## src/rtl/fifo_rd_pkg.sv

```systemverilog
// Shared types and defaults for the FIFO burst reader and its output buffer.
package fifo_rd_pkg;

    localparam int unsigned DATA_W_DEF = 8;
    localparam int unsigned LEN_W_DEF  = 8;
    localparam int unsigned BUF_DEPTH  = 2;
    localparam int unsigned OCC_W      = $clog2(BUF_DEPTH + 1);

    typedef enum logic [1:0] {
        IDLE,
        READ,
        DRAIN
    } rd_state_e;

endpackage

```

## src/rtl/fifo_skid_buf2.sv

```systemverilog
// Two-entry output buffer: the head drives the stream, the tail absorbs the in-flight FIFO read.
module fifo_skid_buf2
    import fifo_rd_pkg::*;
#(
    parameter int unsigned Width = 9
) (
    input  logic             clk_i,
    input  logic             rst_ni,
    input  logic             push_i,
    input  logic [Width-1:0] data_i,
    input  logic             pop_i,
    output logic             valid_o,
    output logic [Width-1:0] data_o,
    output logic [OCC_W-1:0] occ_o
);

    logic [Width-1:0] head_q, head_d;
    logic [Width-1:0] tail_q, tail_d;
    logic [OCC_W-1:0] occ_q, occ_d;
    logic             do_pop;

    assign do_pop = pop_i && (occ_q != '0);

    always_comb begin
        head_d = head_q;
        tail_d = tail_q;
        occ_d  = occ_q;
        unique case ({push_i, do_pop})
            2'b10: begin
                if (occ_q == '0) begin
                    head_d = data_i;
                end else begin
                    tail_d = data_i;
                end
                occ_d = occ_q + 1'b1;
            end
            2'b01: begin
                head_d = tail_q;
                occ_d  = occ_q - 1'b1;
            end
            2'b11: begin
                // Occupancy unchanged; new entry lands wherever the pop left room.
                if (occ_q == OCC_W'(1)) begin
                    head_d = data_i;
                end else begin
                    head_d = tail_q;
                    tail_d = data_i;
                end
            end
            default: ;
        endcase
    end

    always_ff @(posedge clk_i) begin
        if (!rst_ni) begin
            head_q <= '0;
            tail_q <= '0;
            occ_q  <= '0;
        end else begin
            head_q <= head_d;
            tail_q <= tail_d;
            occ_q  <= occ_d;
        end
    end

    assign valid_o = (occ_q != '0);
    assign data_o  = head_q;
    assign occ_o   = occ_q;

endmodule

```

## src/rtl/fifo_burst_reader.sv

```systemverilog
// Burst read controller for the 128x8 sync FIFO: pops cmd_len bytes and streams them with last.
// Define FIFO_BURST_READER_PARITY_EN to add out_parity (XOR of out_data) carried with each byte.
module fifo_burst_reader
    import fifo_rd_pkg::*;
#(
    parameter int unsigned DATA_W = DATA_W_DEF,
    parameter int unsigned LEN_W  = LEN_W_DEF
) (
    input  logic              clk,
    input  logic              rst_,
    input  logic              cmd_valid,
    output logic              cmd_ready,
    input  logic [LEN_W-1:0]  cmd_len,
    input  logic              fifo_empty,
    output logic              fifo_rdEn,
    input  logic [DATA_W-1:0] fifo_rdData,
    output logic              out_valid,
    input  logic              out_ready,
    output logic [DATA_W-1:0] out_data,
    output logic              out_last,
    output logic              busy,
    output logic              done
`ifdef FIFO_BURST_READER_PARITY_EN
    ,
    output logic              out_parity
`endif
);

`ifdef FIFO_BURST_READER_PARITY_EN
    localparam int unsigned PayW = DATA_W + 2;
`else
    localparam int unsigned PayW = DATA_W + 1;
`endif

    rd_state_e        state_q, state_d;
    logic [LEN_W:0]   remaining_q, remaining_d;
    logic [LEN_W:0]   issued_q, issued_d;
    logic [LEN_W:0]   written_q, written_d;
    logic             inflight_q;
    logic             done_q, done_d;
    logic             buf_pop;
    logic             push_last;
    logic [PayW-1:0]  push_pay, head_pay;
    logic [OCC_W-1:0] occ;
    logic [OCC_W-1:0] used;

    assign buf_pop   = out_valid && out_ready;
    assign push_last = ((written_q + 1'b1) == remaining_q);
    // A slot freed by this cycle's handshake can be re-credited immediately for full throughput.
    assign used      = occ - OCC_W'(buf_pop) + OCC_W'(inflight_q);

`ifdef FIFO_BURST_READER_PARITY_EN
    assign push_pay   = {^fifo_rdData, push_last, fifo_rdData};
    assign out_parity = head_pay[DATA_W+1];
`else
    assign push_pay   = {push_last, fifo_rdData};
`endif

    always_comb begin
        state_d     = state_q;
        remaining_d = remaining_q;
        issued_d    = issued_q;
        written_d   = written_q;
        done_d      = 1'b0;
        fifo_rdEn   = 1'b0;
        if (inflight_q) begin
            written_d = written_q + 1'b1;
        end
        unique case (state_q)
            IDLE: begin
                if (cmd_valid) begin
                    remaining_d = (cmd_len == '0) ? {1'b1, {LEN_W{1'b0}}} : {1'b0, cmd_len};
                    issued_d    = '0;
                    written_d   = '0;
                    state_d     = READ;
                end
            end
            READ: begin
                fifo_rdEn = !fifo_empty && (issued_q < remaining_q) &&
                            (used < OCC_W'(BUF_DEPTH));
                if (fifo_rdEn) begin
                    issued_d = issued_q + 1'b1;
                end
                if (issued_q == remaining_q) begin
                    state_d = DRAIN;
                end
            end
            DRAIN: begin
                // The last-byte handshake empties the buffer with nothing left in flight.
                if (buf_pop && out_last) begin
                    state_d = IDLE;
                    done_d  = 1'b1;
                end
            end
            default: state_d = IDLE;
        endcase
    end

    always_ff @(posedge clk) begin
        if (!rst_) begin
            state_q     <= IDLE;
            remaining_q <= '0;
            issued_q    <= '0;
            written_q   <= '0;
            inflight_q  <= 1'b0;
            done_q      <= 1'b0;
        end else begin
            state_q     <= state_d;
            remaining_q <= remaining_d;
            issued_q    <= issued_d;
            written_q   <= written_d;
            inflight_q  <= fifo_rdEn;
            done_q      <= done_d;
        end
    end

    fifo_skid_buf2 #(
        .Width (PayW)
    ) u_buf (
        .clk_i   (clk),
        .rst_ni  (rst_),
        .push_i  (inflight_q),
        .data_i  (push_pay),
        .pop_i   (buf_pop),
        .valid_o (out_valid),
        .data_o  (head_pay),
        .occ_o   (occ)
    );

    assign out_data  = head_pay[DATA_W-1:0];
    assign out_last  = head_pay[DATA_W];
    assign cmd_ready = (state_q == IDLE);
    assign busy      = (state_q != IDLE);
    assign done      = done_q;

endmodule

```

## config.mk

```make
export PLATFORM = sky130hd
export DESIGN_NAME = fifo_burst_reader
export DESIGN_NICKNAME = d
export VERILOG_FILES = /design/src/rtl/fifo_rd_pkg.sv /design/src/rtl/fifo_skid_buf2.sv /design/src/rtl/fifo_burst_reader.sv
export SDC_FILE = /design/constraint.sdc
export NUM_CORES = 1
export LEC_CHECK = 0
export ABC_CLOCK_PERIOD_IN_PS = 3600
export CORE_ASPECT_RATIO = 1.1
export CORE_MARGIN = 8
export CORE_UTILIZATION = 55
export DETAILED_ROUTE_END_ITERATION = 8
export PLACE_DENSITY = 0.89
export SYNTH_ARGS = -nofsm -noshare
export SYNTH_HDL_FRONTEND = slang
export SYNTH_SLANG_ARGS = --single-unit
```

## constraint.sdc

```tcl
create_clock -name clk -period 3.6 [get_ports clk]
set_clock_uncertainty 0.15 [all_clocks]
set_input_delay 0.72 -clock clk [delete_from_list [all_inputs] [get_ports clk]]
set_output_delay 0.72 -clock clk [all_outputs]
set_load 0.1 [all_outputs]
```

==> key figures, run 1 <==
Placed design
  – Cell Area, Placed: 3130 sq um
  – GPL Wtd Cong: 0.849
  – HPWL Detailed: 4.76 mm
  – Port-buffer cells: 34

Critical path
  – Crit Path Category: primary input to output pin
  – Worst EP required: 2.73 ns
  – Slowest CP cell: clkdlybuf4s50_1
  – FF-to-FF Start: u_buf.occ_o[0]$_SDFFE_PN0P_
  – CP Launch Type: primary input
  – WP buf/inv: 2
  – Largest stage delay, worst path: 0.51 ns
  – CP delay by family, top: buffers and inverters
  – Crit path from: out_ready
  – Worst reg2reg path depth: 12
  – WP data arrival: 2.65 ns
  – CP Depth: 8
  – Worst-path fanout max: 2
  – CP cell instances: clkdlybuf4s50_1 > nor2b_4 > ha_1 > nor2b_2 > o22ai_1 > a211o_1 > nor3_4 > buf_12
  – Setup crit end kind: output pin

Status
  – Status: completed

STA
  – Max-slew violations: 0
  – Worst hold slack: 0.353 ns
  – F_max: 284 MHz
  – Rel. slew slack: 33.2%
  – RSZ-0062 raised after global routing: false
  – Setup violators final: 0
  – Min cycle time layout: 3.52 ns
  – Fin crit share: 97.8%
  – Hold Vio Cnt, Final: 0
  – Pin slew with the least headroom to its limit: 0.998 ns

Floorplan
  – DIE HEIGHT: 90.0 um
  – Row count: 27
  – Core Area: 4900 sq um
  – Die Width: 83.3 um
  – Die Footprint: 7500 sq um
  – Top Ports: 35
  – Starting Density: 55.9%

Yosys
  – Top FF cell, synth: dfxtp_1
  – Mapped Area: 2740 sq um
  – Most frequent cell after synthesis: dfxtp_1
  – Seq cells post-synth: 51
  – Syn Inst Count: 325
  – Syn_nets: 363
  – Yosys Warn Count: 0
  – Post-synth EDFFs: 0
  – Yosys top cell by area: dfxtp_1
  – Synth async-reset ratio: 0%
  – Top-area cell type share of the netlist area: 37.3%
  – Most area-consuming cells after synthesis: dfxtp_1 37%, ha_1 7.8%, nand2_1 6.6%
  – Synth top cells by count: 51 x dfxtp_1, 48 x nand2_1, 18 x inv_1
  – Yosys cell types: 46
  – Syn Area/Cell: 8.43 sq um
  – Sequential area share after synthesis: 37.3%

GRT
  – Grt peak-use layer: met2
  – Largest net degree at the start of global routing: 37
  – First-pass GRT wire length: 11.1 mm
  – GRT met3 Usage: 4.96%
  – M1 GR Usage: 18.5%
  – Initial antenna violation count: 0
  – Met2 GRT Util: 31.1%
  – Overflow after GRT: 0
  – Vias in the first global route: 2438
  – Total GRT Usage: 17.3%

Route
  – DR vias/cell: 5.91
  – Initial DRC count: 185
  – WL per Instance: 15.6 um
  – DRC viols: 0
  – Final ANT Viol Nets: 0
  – Total number of vias: 2448
  – Drt total wl: 6.48 mm
  – TritonRoute pass-1 iters: 4

Power
  – Leakage: 0.00134 uW
  – P per Cell Area: 478 nW/um^2
  – Maximum VDD drop: 0.000313 V
  – Total power: 1570 uW

CTS
  – H-tree Lvls: 2
  – Clk Latency, worst-skew pair: 0.31 ns
  – Root Buffer: clkbuf_8
  – Clock-pin slew on the worst setup and hold paths: 0.09 ns
  – CTS tree: yes
  – CTS Buf Count: 5
  – Bufs on Longest Clock Path: 2
  – CTS sink cnt: 51

Hold path
  – Hold Path Class: flip-flop to flip-flop
  – Cell depth of the worst hold path: 2
  – Hold path start: issued_q[8]$_SDFFE_PN0P_

Run
  – Max cap viols: 0

Cells and area
  – Sequential cell area: 1020 sq um
  – Nets: 393
  – Ant. Diodes: 0
  – Synth-to-layout area growth: 19.8%
  – Post-route cell area: 3280 sq um
  – Final core utilization: 67.0%
  – Multi-input combinational cell area: 1620 sq um
  – Fill cells: 390
  – Share of layout cells above drive strength 1: 6.18%
## area by class of cell
class	instances	share of cell area, %
timing repair buffer	38	11.3
clock buffer	5	2.10
sequential	51	31.1
multi-input combinational	241	49.2
clock inverter	3	2.06
tap	58	2.21
inverter	18	2.06
## worst min-delay path: stages (launching register included)
cell and delay (ns):
dfxtp_1 0.34, o41ai_1 0.07, a21oi_1 0.06
## stage by stage
stage	setup TNS (ns)	instances	setup WS, ns
after floorplan	0	325	0.101
after global placement	0	405	0.0557
after detailed placement	-0.00339	405	-0.00339
after CTS	0	413	0.0178
after global routing	0	414	0.0129
final	0	414	0.0791
## worst paths after layout
kind	end	slack [ns]
max	fifo_rdEn	0.08
max reg2reg	issued_q[3]$_SDFFE_PN0P_	0.49
min reg2reg	issued_q[8]$_SDFFE_PN0P_	0.35
min	issued_q[8]$_SDFFE_PN0P_	0.35
## kinds of logic (layout without fill, tap and decap cells)
kind of cell / count (synthesis) / in the layout / share of synthesized area, %
AO/OA/AOI/OAI: 69 / 69 / 17.6
XOR/XNOR: 20 / 20 / 6.39
adder cells (fa/ha/maj): 17 / 17 / 7.76
buffers and inverters: 33 / 64 / 4.57
flip-flops: 51 / 51 / 37.3
multiplexers: 10 / 10 / 3.65
AND/OR/NAND/NOR: 125 / 125 / 22.7
## state kept, by name, summed over array words and instances, names as in the netlist
register      cells
state_q           2
inflight_q        1
u_buf.data_o      9
u_buf.tail_q      9
written_q         9
u_buf.occ_o       2
done              1
issued_q          9
remaining_q       9
## cell usage in the layout (no fill, tap or decap), drive strengths merged, types with 4 or more instances in the layout
cell,instances
dfxtp,51
o21ai,13
nor2b,14
nand3,7
clkdlybuf4s50,29
and2,4
mux2i,10
o211a,8
nor3,6
or3,6
xnor2,12
a21boi,10
inv,18
ha,17
a21oi,13
buf,9
nand4,6
nand2,48
clkbuf,5
xor2,8
nor4,4
nor2,17
a22oi,8
## report_power, final
group | total, uW | internal (uW) | leakage (uW) | switching (uW)
Clock | 474 | 277 | 0.0000644 | 197
Combinational | 463 | 146 | 0.000861 | 317
Sequential | 633 | 599 | 0.000414 | 34.1
Total | 1570 | 1020 | 0.00134 | 548
## what timing repair did
| action | 4_1_cts | 5_1_grt |
|---|---|---|
| endpoints found under the hold margin | 0 | 0 |
| endpoints found under the setup margin | 1 | 1 |
| hold buffers | 0 | 0 |
| pin swaps | 1 | 2 |
| buffers inserted | 0 | 1 |
| gates resized for setup | 1 | 2 |
## per-layer routing
metal	up-vias	wire length [um]
met5	-	0
met4	0	160
met3	19	341
met2	61	3320
met1	1168	2660
li1	1200	-
No activity file was read; power rests on OpenSTA's default activity.
==> run 2: changes to the inputs <==
==> constraint.sdc (replaced) <==
create_clock -name clk -period 3.6 [get_ports clk]
set_clock_uncertainty 0.15 [all_clocks]
set_input_delay 0.9 -clock clk [delete_from_list [all_inputs] [get_ports clk]]
set_output_delay 0.9 -clock clk [all_outputs]
set_load 0.1 [all_outputs]
==> run 2 against run 1 <==
Against the previous run:
- worst hold slack worse by 0.0040 ns
- die area unchanged
- cell count up 1.2%
- count of clock-buffer cells in the layout unchanged
- register-to-register slack about the same
- wire length down 0.43%
- non-clock buffer count up 5
- via count down 2.8%
- global-route usage about the same
- flip-flop and latch count unchanged
- largest cell class unchanged
- highest routed layer unchanged
==> key figures, run 2 (same netlist as run 1, synthesis figures left out) <==
Status
  – Status: completed

Route
  – Drt total wl: 6.45 mm (-0.43%)
  – DR vias/cell: 5.68 (-3.9%)
  – TritonRoute pass-1 iters: 4 (unchanged)
  – DRC viols: 0 (unchanged)
  – Initial DRC count: 122 (-34%)
  – Total number of vias: 2380 (-2.8%)
  – Final ANT Viol Nets: 0 (unchanged)
  – WL per Instance: 15.4 um (-1.6%)

Critical path
  – Worst EP required: 2.55 ns (-0.18 ns)
  – Worst-path fanout max: 2 (unchanged)
  – WP data arrival: 2.47 ns (-0.18 ns)
  – Setup crit end kind: output pin
  – Crit Path Category: primary input to output pin
  – RR Endpoint: issued_q[7]$_SDFFE_PN0P_
  – FF-to-FF Start: u_buf.occ_o[0]$_SDFFE_PN0P_
  – CP Launch Type: primary input
  – Worst reg2reg path depth: 12 (unchanged)
  – Flop2flop setup slack: 0.50 ns (about the same)

Hold path
  – Cell depth of the worst hold path: 2 (unchanged)
  – Hold Path Class: flip-flop to flip-flop
  – Hold path start: u_buf.data_o[8]$_SDFFE_PN0P_
  – End of the worst hold path: done$_SDFF_PN0_

Placed design
  – Port-buffer cells: 34 (unchanged)
  – Dpl ws: -0.226 ns (-0.223 ns)
  – GPL Wtd Cong: 0.831 (-2.1%)
  – Placed Cells: 410 (+1.2%)
  – HPWL Detailed: 4.82 mm (+1.1%)

GRT
  – Vias in the first global route: 2388 (-2.1%)
  – Overflow after GRT: 0 (unchanged)
  – Total GRT Usage: 17.2% (-0.041 points)
  – Initial antenna violation count: 0 (unchanged)
  – Largest net degree at the start of global routing: 37 (unchanged)
  – First-pass GRT wire length: 10.9 mm (-1.1%)

Cells and area
  – Layout Cells excl Fill: 419 (+1.2%)
  – Synth-to-layout area growth: 19.8% (about the same)
  – Fill cells: 413 (+5.9%)
  – Share of layout cells above drive strength 1: 10.8% (+4.6 points)
  – Nets: 398 (+1.3%)
  – Commonest cells after routing, fill and taps aside: 51 x dfxtp_1, 48 x nand2_1, 22 x buf_4
  – Most common library cell in the layout ignoring fill and taps: dfxtp_1
  – Ant. Diodes: 0 (unchanged)

CTS
  – Bufs on Longest Clock Path: 2 (unchanged)
  – Clock-pin slew on the worst setup and hold paths: 0.10 ns (about the same)
  – Root Buffer: clkbuf_8
  – Clk Latency, worst-skew pair: 0.32 ns (about the same)
  – CTS sink cnt: 51 (unchanged)
  – CTS Buf Count: 5 (unchanged)
  – Hold-fix buffers at CTS: 0 (unchanged)
  – H-tree Lvls: 2 (unchanged)
  – CTS tree: yes

Power
  – Leakage: 0.00137 uW (+2.0%)
  – P per Cell Area: 442 nW/um^2 (-7.7%)
  – Total power: 1450 uW (-7.7%)
  – Maximum VDD drop: 0.000395 V (+26%)

Run
  – Max cap viols: 0 (unchanged)

Floorplan
  – Die Width: 83.3 um (unchanged)
  – Die Footprint: 7500 sq um (unchanged)
  – Starting Density: 55.9% (unchanged)
  – DIE HEIGHT: 90.0 um (unchanged)
  – Top Ports: 35 (unchanged)
  – Row count: 27 (unchanged)
  – Core Area: 4900 sq um (unchanged)

STA
  – F_max: 284 MHz (about the same)
  – Worst hold slack: 0.349 ns (-0.00395 ns)
  – Pin slew with the least headroom to its limit: 0.681 ns (-0.318 ns)
  – Fin crit share: 97.8% (about the same)
  – Hold Vio Cnt, Final: 0 (unchanged)
  – Worst setup margin: 0.0791 ns (-0.0000380 ns)
  – Min cycle time layout: 3.52 ns (+0.0000380 ns)
  – Setup violators final: 0 (unchanged)
  – RSZ-0062 raised after global routing: false
  – Setup total negative slack: 0 ns (unchanged)
  – Rel. slew slack: 54.3% (+21 points)
  – Max-slew violations: 0 (unchanged)
==> run 2: changes by cell type in the layout (fill, tap and decap cells not counted), moves of 2 or more <==
cell             delta
buf_4              +14
bufinv_16           -2
clkdlybuf4s50_1    -10
clkinv_4            +2
==> run 2: critical path, cell delays in order <==
cell             delay, ns
clkdlybuf4s50_1       0.41
or4b_1                0.47
a211o_1               0.30
nor3_4                0.18
buf_12                0.20
==> run 2: layout make-up <==
type,count,area [sq um],share of cell area [%]
tap,58,72.6,2.21
clock inverter,3,25.0,0.762
sequential,51,1020,31.1
clock buffer,5,68.8,2.10
multi-input combinational,241,1640,50.1
inverter,18,67.6,2.06
timing repair buffer,43,384,11.7
==> run 2: repair_timing <==
item | 4_1_cts | 5_1_grt
resized for setup | 5 | 1
setup buffers | 1 | 0
pin swaps | 3 | 0
endpoints found under the setup margin | 1 | 1
==> run 2: through the flow <==
stage	area [sq um]	util, %
6_report	3280	67.0
5_1_grt	3280	67.0
3_3_place_gp	3150	64.3
4_1_cts	3270	66.8
2_1_floorplan	2760	-
3_5_place_dp	3150	64.3
==> run 2: metal layers <==
layer	vias to the layer above	wire [um]	global-route usage, %
met3	8	329	4.69
li1	1204	-	-
met2	53	3250	30.4
met1	1115	2770	18.7
met5	-	0	0
met4	0	100	7.33
==> run 2: report_power, final <==
| group | switching (uW) | internal, uW |
|---|---|---|
| logic | 319 | 152 |
| clock network | 205 | 139 |
| registers | 34.9 | 599 |
| total | 559 | 891 |
==> run 2: how the worst max path moves through the flow <==
stage / slack, ns / cells past startpoint / start / endpoint
after floorplan: -0.07 / 6 / out_ready / fifo_rdEn
after global placement: -0.19 / 8 / out_ready / fifo_rdEn
after detailed placement: -0.23 / 8 / out_ready / fifo_rdEn
after CTS: 0.08 / 5 / fifo_empty / fifo_rdEn
after global routing: 0.04 / 9 / u_buf.occ_o[0]$_SDFFE_PN0P_ / fifo_rdEn
final: 0.08 / 5 / fifo_empty / fifo_rdEn
==> run 3: changes to the inputs <==
HOLD_SLACK_MARGIN = 0.1   (was not set)
SLEW_MARGIN = 20   (was not set)
==> results of run 3 <==
The final DEF is identical to that of run 2; final timing and power are the same.
